[config.mk]
export PLATFORM = sky130hd
export DESIGN_NAME = vc_inject_arbiter
export DESIGN_NICKNAME = d
export VERILOG_FILES = /design/src/rtl/ravenoc_pkg.sv /design/src/rtl/vc_age_counter.sv /design/src/rtl/vc_inject_arbiter.sv
export SDC_FILE = /design/constraint.sdc
export NUM_CORES = 1
export LEC_CHECK = 0
export ABC_AREA = 1
export CAP_MARGIN = 20
export CELL_PAD_IN_SITES_DETAIL_PLACEMENT = 0
export CELL_PAD_IN_SITES_GLOBAL_PLACEMENT = 1
export CORE_ASPECT_RATIO = 2
export CORE_UTILIZATION = 18
export DETAILED_ROUTE_END_ITERATION = 16
export PLACE_DENSITY_LB_ADDON = 0.12
export SYNTH_ARGS = -nofsm -noshare
export SYNTH_HDL_FRONTEND = slang
export SYNTH_HIERARCHICAL = 1
export SYNTH_SLANG_ARGS = --single-unit
export TNS_END_PERCENT = 100
[constraint.sdc]
create_clock -name clk_noc -period 2 [get_ports clk_noc]
set_clock_uncertainty 0.05 [all_clocks]
set_input_delay 0.4 -clock clk_noc [delete_from_list [all_inputs] [get_ports clk_noc]]
set_output_delay 0.4 -clock clk_noc [all_outputs]
set_load 0.02 [all_outputs]
[src/rtl/ravenoc_pkg.sv]
// Shared NoC definitions: flit framing, virtual channel sizing and the
// injection arbiter state encoding.
package ravenoc_pkg;

    localparam int FLIT_WIDTH    = 34;
    localparam int FLIT_TP_WIDTH = 2;
    localparam int N_VIRT_CHN    = 2;
    localparam int VC_WIDTH      = $clog2(N_VIRT_CHN);

    // Flit type carried in the top FLIT_TP_WIDTH bits of every flit
    typedef enum logic [FLIT_TP_WIDTH-1:0] {
        HEAD_FLIT      = 2'd0,
        BODY_FLIT      = 2'd1,
        TAIL_FLIT      = 2'd2,
        HEAD_TAIL_FLIT = 2'd3
    } flit_type_t;

    // Injection arbiter: nothing held, winner held awaiting ready, packet owns link
    typedef enum logic [1:0] {
        ARB_IDLE = 2'd0,
        ARB_PEND = 2'd1,
        ARB_LOCK = 2'd2
    } arb_st_t;

endpackage

[src/rtl/vc_age_counter.sv]
// Per-VC starvation age counter: counts cycles a head flit waits, saturates
// at STARVE_MAX, clears when that head is accepted, and pulses on reaching
// the saturation value.
module vc_age_counter #(
    parameter int STARVE_MAX = 16
) (
    input  logic clk_noc,
    input  logic arst_noc,
    input  logic start,
    input  logic clear,
    output logic saturated,
    output logic reach
);

    localparam int CNT_W = $clog2(STARVE_MAX + 1);
    localparam logic [CNT_W-1:0] MAX_CNT = CNT_W'(STARVE_MAX);
    localparam logic [CNT_W-1:0] PRE_CNT = CNT_W'(STARVE_MAX - 1);

    logic [CNT_W-1:0] count_q;

    // Age register: clear on accept, count while waiting, hold at saturation
    always_ff @(posedge clk_noc) begin
        if (arst_noc) begin
            count_q <= '0;
        end else if (clear) begin
            count_q <= '0;
        end else if (start && (count_q != MAX_CNT)) begin
            count_q <= count_q + CNT_W'(1);
        end
    end

    assign saturated = (count_q == MAX_CNT);

    // The pulse marks the cycle whose clock edge moves the count onto STARVE_MAX
    assign reach = !arst_noc && start && !clear && (count_q == PRE_CNT);

endmodule

[src/rtl/vc_inject_arbiter.sv]
// Injection-link arbiter for the NI: fixed priority (highest VC wins) with
// age-based promotion of starved VCs, and wormhole locking so a started
// packet owns the link until its tail. Datapath is purely combinational.
// N_VC must be at least 2.
module vc_inject_arbiter
    import ravenoc_pkg::*;
#(
    parameter int N_VC       = N_VIRT_CHN,
    parameter int FLIT_W     = FLIT_WIDTH,
    parameter int TP_W       = FLIT_TP_WIDTH,
    parameter int STARVE_MAX = 16
) (
    input  logic                     clk_noc,
    input  logic                     arst_noc,
    input  logic [N_VC-1:0]          vc_valid_i,
    input  logic [N_VC*FLIT_W-1:0]   vc_flit_i,
    output logic [N_VC-1:0]          vc_ready_o,
    output logic                     out_valid_o,
    output logic [FLIT_W-1:0]        out_flit_o,
    output logic [$clog2(N_VC)-1:0]  out_vc_o,
    input  logic                     out_ready_i,
    output logic                     lock_o,
    output logic [N_VC-1:0]          starve_evt_o
);

    localparam int SEL_W = $clog2(N_VC);

    logic [FLIT_W-1:0] flit_arr [N_VC];
    logic [TP_W-1:0]   tp_arr   [N_VC];
    logic [N_VC-1:0]   head_req;
    logic [N_VC-1:0]   saturated;
    logic [N_VC-1:0]   head_hs;

    arb_st_t           state_q;
    arb_st_t           state_d;
    logic [SEL_W-1:0]  held_q;
    logic [SEL_W-1:0]  held_d;
    logic [SEL_W-1:0]  sel;
    logic [SEL_W-1:0]  winner;
    logic              found;
    logic              hs;
    logic [TP_W-1:0]   sel_tp;

    for (genvar i = 0; i < N_VC; i++) begin : g_vc
        assign flit_arr[i] = vc_flit_i[i*FLIT_W +: FLIT_W];
        assign tp_arr[i]   = flit_arr[i][FLIT_W-1 -: TP_W];
        assign head_req[i] = vc_valid_i[i] &&
                             ((tp_arr[i] == TP_W'(HEAD_FLIT)) ||
                              (tp_arr[i] == TP_W'(HEAD_TAIL_FLIT)));
        assign head_hs[i]  = hs && (sel == SEL_W'(i)) && head_req[i];

        vc_age_counter #(
            .STARVE_MAX (STARVE_MAX)
        ) u_age (
            .clk_noc   (clk_noc),
            .arst_noc  (arst_noc),
            .start     (head_req[i]),
            .clear     (head_hs[i]),
            .saturated (saturated[i]),
            .reach     (starve_evt_o[i])
        );
    end

    // State and held-VC registers; reset abandons any packet in flight
    always_ff @(posedge clk_noc) begin
        if (arst_noc) begin
            state_q <= ARB_IDLE;
            held_q  <= '0;
        end else begin
            state_q <= state_d;
            held_q  <= held_d;
        end
    end

    // Winner selection, output qualification, grant and next-state decode
    always_comb begin
        winner      = '0;
        found       = 1'b0;
        state_d     = state_q;
        held_d      = held_q;
        sel         = held_q;
        out_valid_o = 1'b0;
        vc_ready_o  = '0;

        for (int i = 0; i < N_VC; i++) begin
            if (head_req[i]) begin
                winner = SEL_W'(i);
                found  = 1'b1;
            end
        end
        for (int i = 0; i < N_VC; i++) begin
            if (head_req[i] && saturated[i]) begin
                winner = SEL_W'(i);
            end
        end

        case (state_q)
            ARB_IDLE: begin
                sel         = winner;
                out_valid_o = found;
            end
            ARB_PEND, ARB_LOCK: begin
                out_valid_o = vc_valid_i[held_q];
            end
            default: begin
                out_valid_o = 1'b0;
            end
        endcase

        if (arst_noc) begin
            out_valid_o = 1'b0;
        end

        hs     = out_valid_o && out_ready_i;
        sel_tp = tp_arr[sel];

        if (hs) begin
            vc_ready_o[sel] = 1'b1;
        end

        case (state_q)
            ARB_IDLE, ARB_PEND: begin
                held_d = sel;
                if (hs) begin
                    state_d = (sel_tp == TP_W'(HEAD_FLIT)) ? ARB_LOCK : ARB_IDLE;
                end else if (out_valid_o) begin
                    state_d = ARB_PEND;
                end
            end
            ARB_LOCK: begin
                if (hs && (sel_tp == TP_W'(TAIL_FLIT))) begin
                    state_d = ARB_IDLE;
                end
            end
            default: begin
                state_d = ARB_IDLE;
            end
        endcase
    end

    assign out_flit_o = flit_arr[sel];
    assign out_vc_o   = sel;
    assign lock_o     = (state_q == ARB_LOCK) && !arst_noc;

endmodule
==> flow_summary.ini <==
[yosys]
synth.avg_cell_area_sq_um = 5.25
synthFlopType = dfxtp_1
synthesis.area_sq_um = 1460
synth_warnings = 6
synthMuxAreaShare_pct = 0
synth_edf_count = 0
synth_top_family_by_area = simple AND/OR/NAND/NOR gates
synth-adder-area-share_pct = 8.55
synthTopCellsByArea = nand2_1 36%, dfxtp_1 18%, inv_1 8.7%, ha_1 8.5%, nor2_1 7.2%
synth_async_sr_flop_share_pct = 0
ys_seq_area_share_pct = 17.8
ys_seq_elements = 13
synthSimpleGateAreaFrac_pct = 57.6
syn_inst = 279
yosysMostFrequentCell = nand2_1
synth_compound_gate_area_share_pct = 3.25
yosys-top-cells-count = 141 x nand2_1, 34 x inv_1, 28 x nor2_1, 15 x nand3_1, 13 x dfxtp_1
netlist.area_leader.share_pct = 36.2
synth_area_leader_cell = nand2_1
synth_xor_area_share_pct = 0
synth_nets = 362
synth.distinct_cells = 18

[floorplan]
die_w_microns = 65.8
start_util_pct = 18.6
row_count = 46
core_area_sq_um = 7890
die_area_sq_um = 8520
die_y_microns = 130
top_level_ports = 114

[clocking]
cts_tree = done
clock_tree.buffer_depth = 2
htree_num_levels = 1
path_clk_slew_ps = 50
cts_num_sinks = 13
numCtsBuffers = 3
clk_latency_ps = 240
cts_root_buffer = clkbuf_16

[critical_path]
cp-end-kind = primary output
critPathMaxFanout = 3
cp.required_ps = 1550
cp-start-kind = register
crit_arrival_ps = 1950
r2r-start = g_vc[0].u_age/count_q[0]$_SDFFE_PP0P_
rr_worst_depth = 20
timing.rr.end = state_q[0]$_SDFFE_PP0P_
path_class = reg2out
ff2ff_setup_slack_ps = -120

[timing]
setup_viol = 41
relSlewSlack_pct = 86.2
min_period_ps = 2400
setup_slack_ps = -400
rsz0062_at_grt = yes
setup-tns-final_ps = -13410
period_share_pct = 120
tightest_slew_ps = 208
hold_viol_final = 0
drv_slew = 0
fmax_mhz = 417

[status]
violations = negative setup slack
status = complete, but fails checks

[grt]
track_usage_pct = 15.3
use_met3_pct = 1.58
gr-total-overflow = 0
grt_pass1_wl_microns = 10000
top_usage_layer = met2
use_met2_pct = 34.2
grt_max_degree = 23
grt_pass1_vias = 2169
grt_antenna_before_repair = 0
use_met1_pct = 13.2

[flow_run]
maxCapViolations = 0

[finish]
diodes = 0
area_growth_pct = 135
multi_input_area_sq_um = 1270
final_nets = 521
num-fill-cells = 861
seq_area_sq_um = 268
drive_above_1_share_pct = 44.6

[pwr]
peakVddDrop_mv = 0.435
switching_share_pct = 42.8
seqPwrFrac_pct = 11.7
p_int_mw = 1.53
p_per_area_nw_per_um2 = 779
leakage_nw = 1.69
power.share.combinational_pct = 73.8
p_sw_mw = 1.15
pwr-share-clk_pct = 14.4

[routing]
dr.pass1.iters = 4
drt_iter0_drc = 36
routed_wl_microns = 6500
vias_per_cell = 4.14
drt-wirelength-per-cell_microns = 12.2
drtAntennaViolNets = 0
vias = 2206
drc = 0

[min_path]
holdPathEnd = g_vc[1].u_age/count_q[1]$_SDFFE_PP0P_
hold-path-cell-count = 3
hold_class = reg2reg
hold_start = g_vc[1].u_age/count_q[1]$_SDFFE_PP0P_

[placement]
dpl.hpwl_microns = 5200
io_buffers = 113
gp_congestion = 0.809
place_ws_ps = -927
[registers in the layout, indices dropped and copies added (netlist names)]
register and cells:
state_q 2, held_q 1, g_vc.u_age/count_q 10
[stage by stage]
step | instance area (sq um) | total power [mW] | cells | hold WS [ps] | util (%)
final | 3440 | 2.68 | 533 | 540 | 43.6
after global placement | 3130 | 2.04 | 519 | 514 | 39.7
after detailed placement | 3130 | 2.05 | 519 | 522 | 39.7
after floorplan | 1600 | 1.19 | 279 | 421 | -
after CTS | 3400 | 2.71 | 534 | 546 | 43.1
after global routing | 3440 | 2.87 | 533 | 585 | 43.6
[repair_timing]
| item | 4_1_cts | 5_1_grt |
|---|---|---|
| gates cloned | 3 | 0 |
| hold buffers | 0 | 0 |
| gates resized for setup | 246 | 34 |
| buffers inserted | 10 | 2 |
| pin swaps | 18 | 13 |
| endpoints found under the setup margin | 46 | 48 |
[power groups by stage]
stage                     registers (mW)  logic, mW  clock network, mW
final                              0.315       1.98              0.387
after global routing               0.318       2.14              0.406
after global placement             0.314       1.73                  0
after CTS                          0.314       2.00              0.400
after floorplan                    0.320      0.872                  0
after detailed placement           0.314       1.74                  0
[how the worst max path moves through the flow]
stage | from | to | slack, ps | cells after the start
2_1_floorplan | g_vc[0].u_age/count_q[1]$_SDFFE_PP0P_ | starve_evt_o[1] | -120 | 17
3_3_place_gp | vc_flit_i[66] | out_flit_o[33] | -930 | 11
3_5_place_dp | vc_flit_i[67] | out_flit_o[32] | -930 | 11
4_1_cts | g_vc[1].u_age/count_q[1]$_SDFFE_PP0P_ | out_flit_o[4] | -460 | 17
5_1_grt | g_vc[0].u_age/count_q[0]$_SDFFE_PP0P_ | starve_evt_o[0] | -530 | 17
6_report | g_vc[0].u_age/count_q[0]$_SDFFE_PP0P_ | starve_evt_o[0] | -400 | 17
[layout by cell type (no fill, tap or decap), drive strengths merged]
cell type        n
inv             35
nand3           17
a21oi            8
nor2            35
nor3             2
o211ai           1
nand2          146
ha              10
clkdlybuf4s50   66
dlygate4sd2      7
dfxtp           13
clkbuf           4
buf             90
nand4            3
[worst max-delay path: stages, from the launching register on]
cell and delay (ps):
dfxtp_2 320, inv_2 60, ha_4 120, nand2_2 40, inv_2 40, nand2_2 50
inv_2 50, inv_2 30, nor2_4 100, nand4_1 100, nand2_2 100, nand2_4 80
buf_6 130, nor3_4 180, nor2_4 60, inv_2 70, nor2_4 40, buf_6 120
[cell families (layout without fill, tap and decap cells)]
group | after synthesis | after routing
AO/OA/AOI/OAI | 9 | 9
adder cells (fa/ha/maj) | 10 | 10
buffers and inverters | 44 | 202
flip-flops | 13 | 13
AND/OR/NAND/NOR | 203 | 203
[area by class of cell]
cell class              instances  share of cell area (%)
multi-input cells             222                    36.9
flip-flops and latches         13                    7.79
inverters                      35                    4.04
repair buffers                163                    45.4
clock buffers                   4                    2.29
well taps                      96                    3.49
[metal layers]
metal	up-vias	part of all wire (%)
met3	2	5.1
li1	1155	-
met5	-	0
met4	0	0.51
met1	986	33
met2	63	62
(Power assumes the default switching activity.)
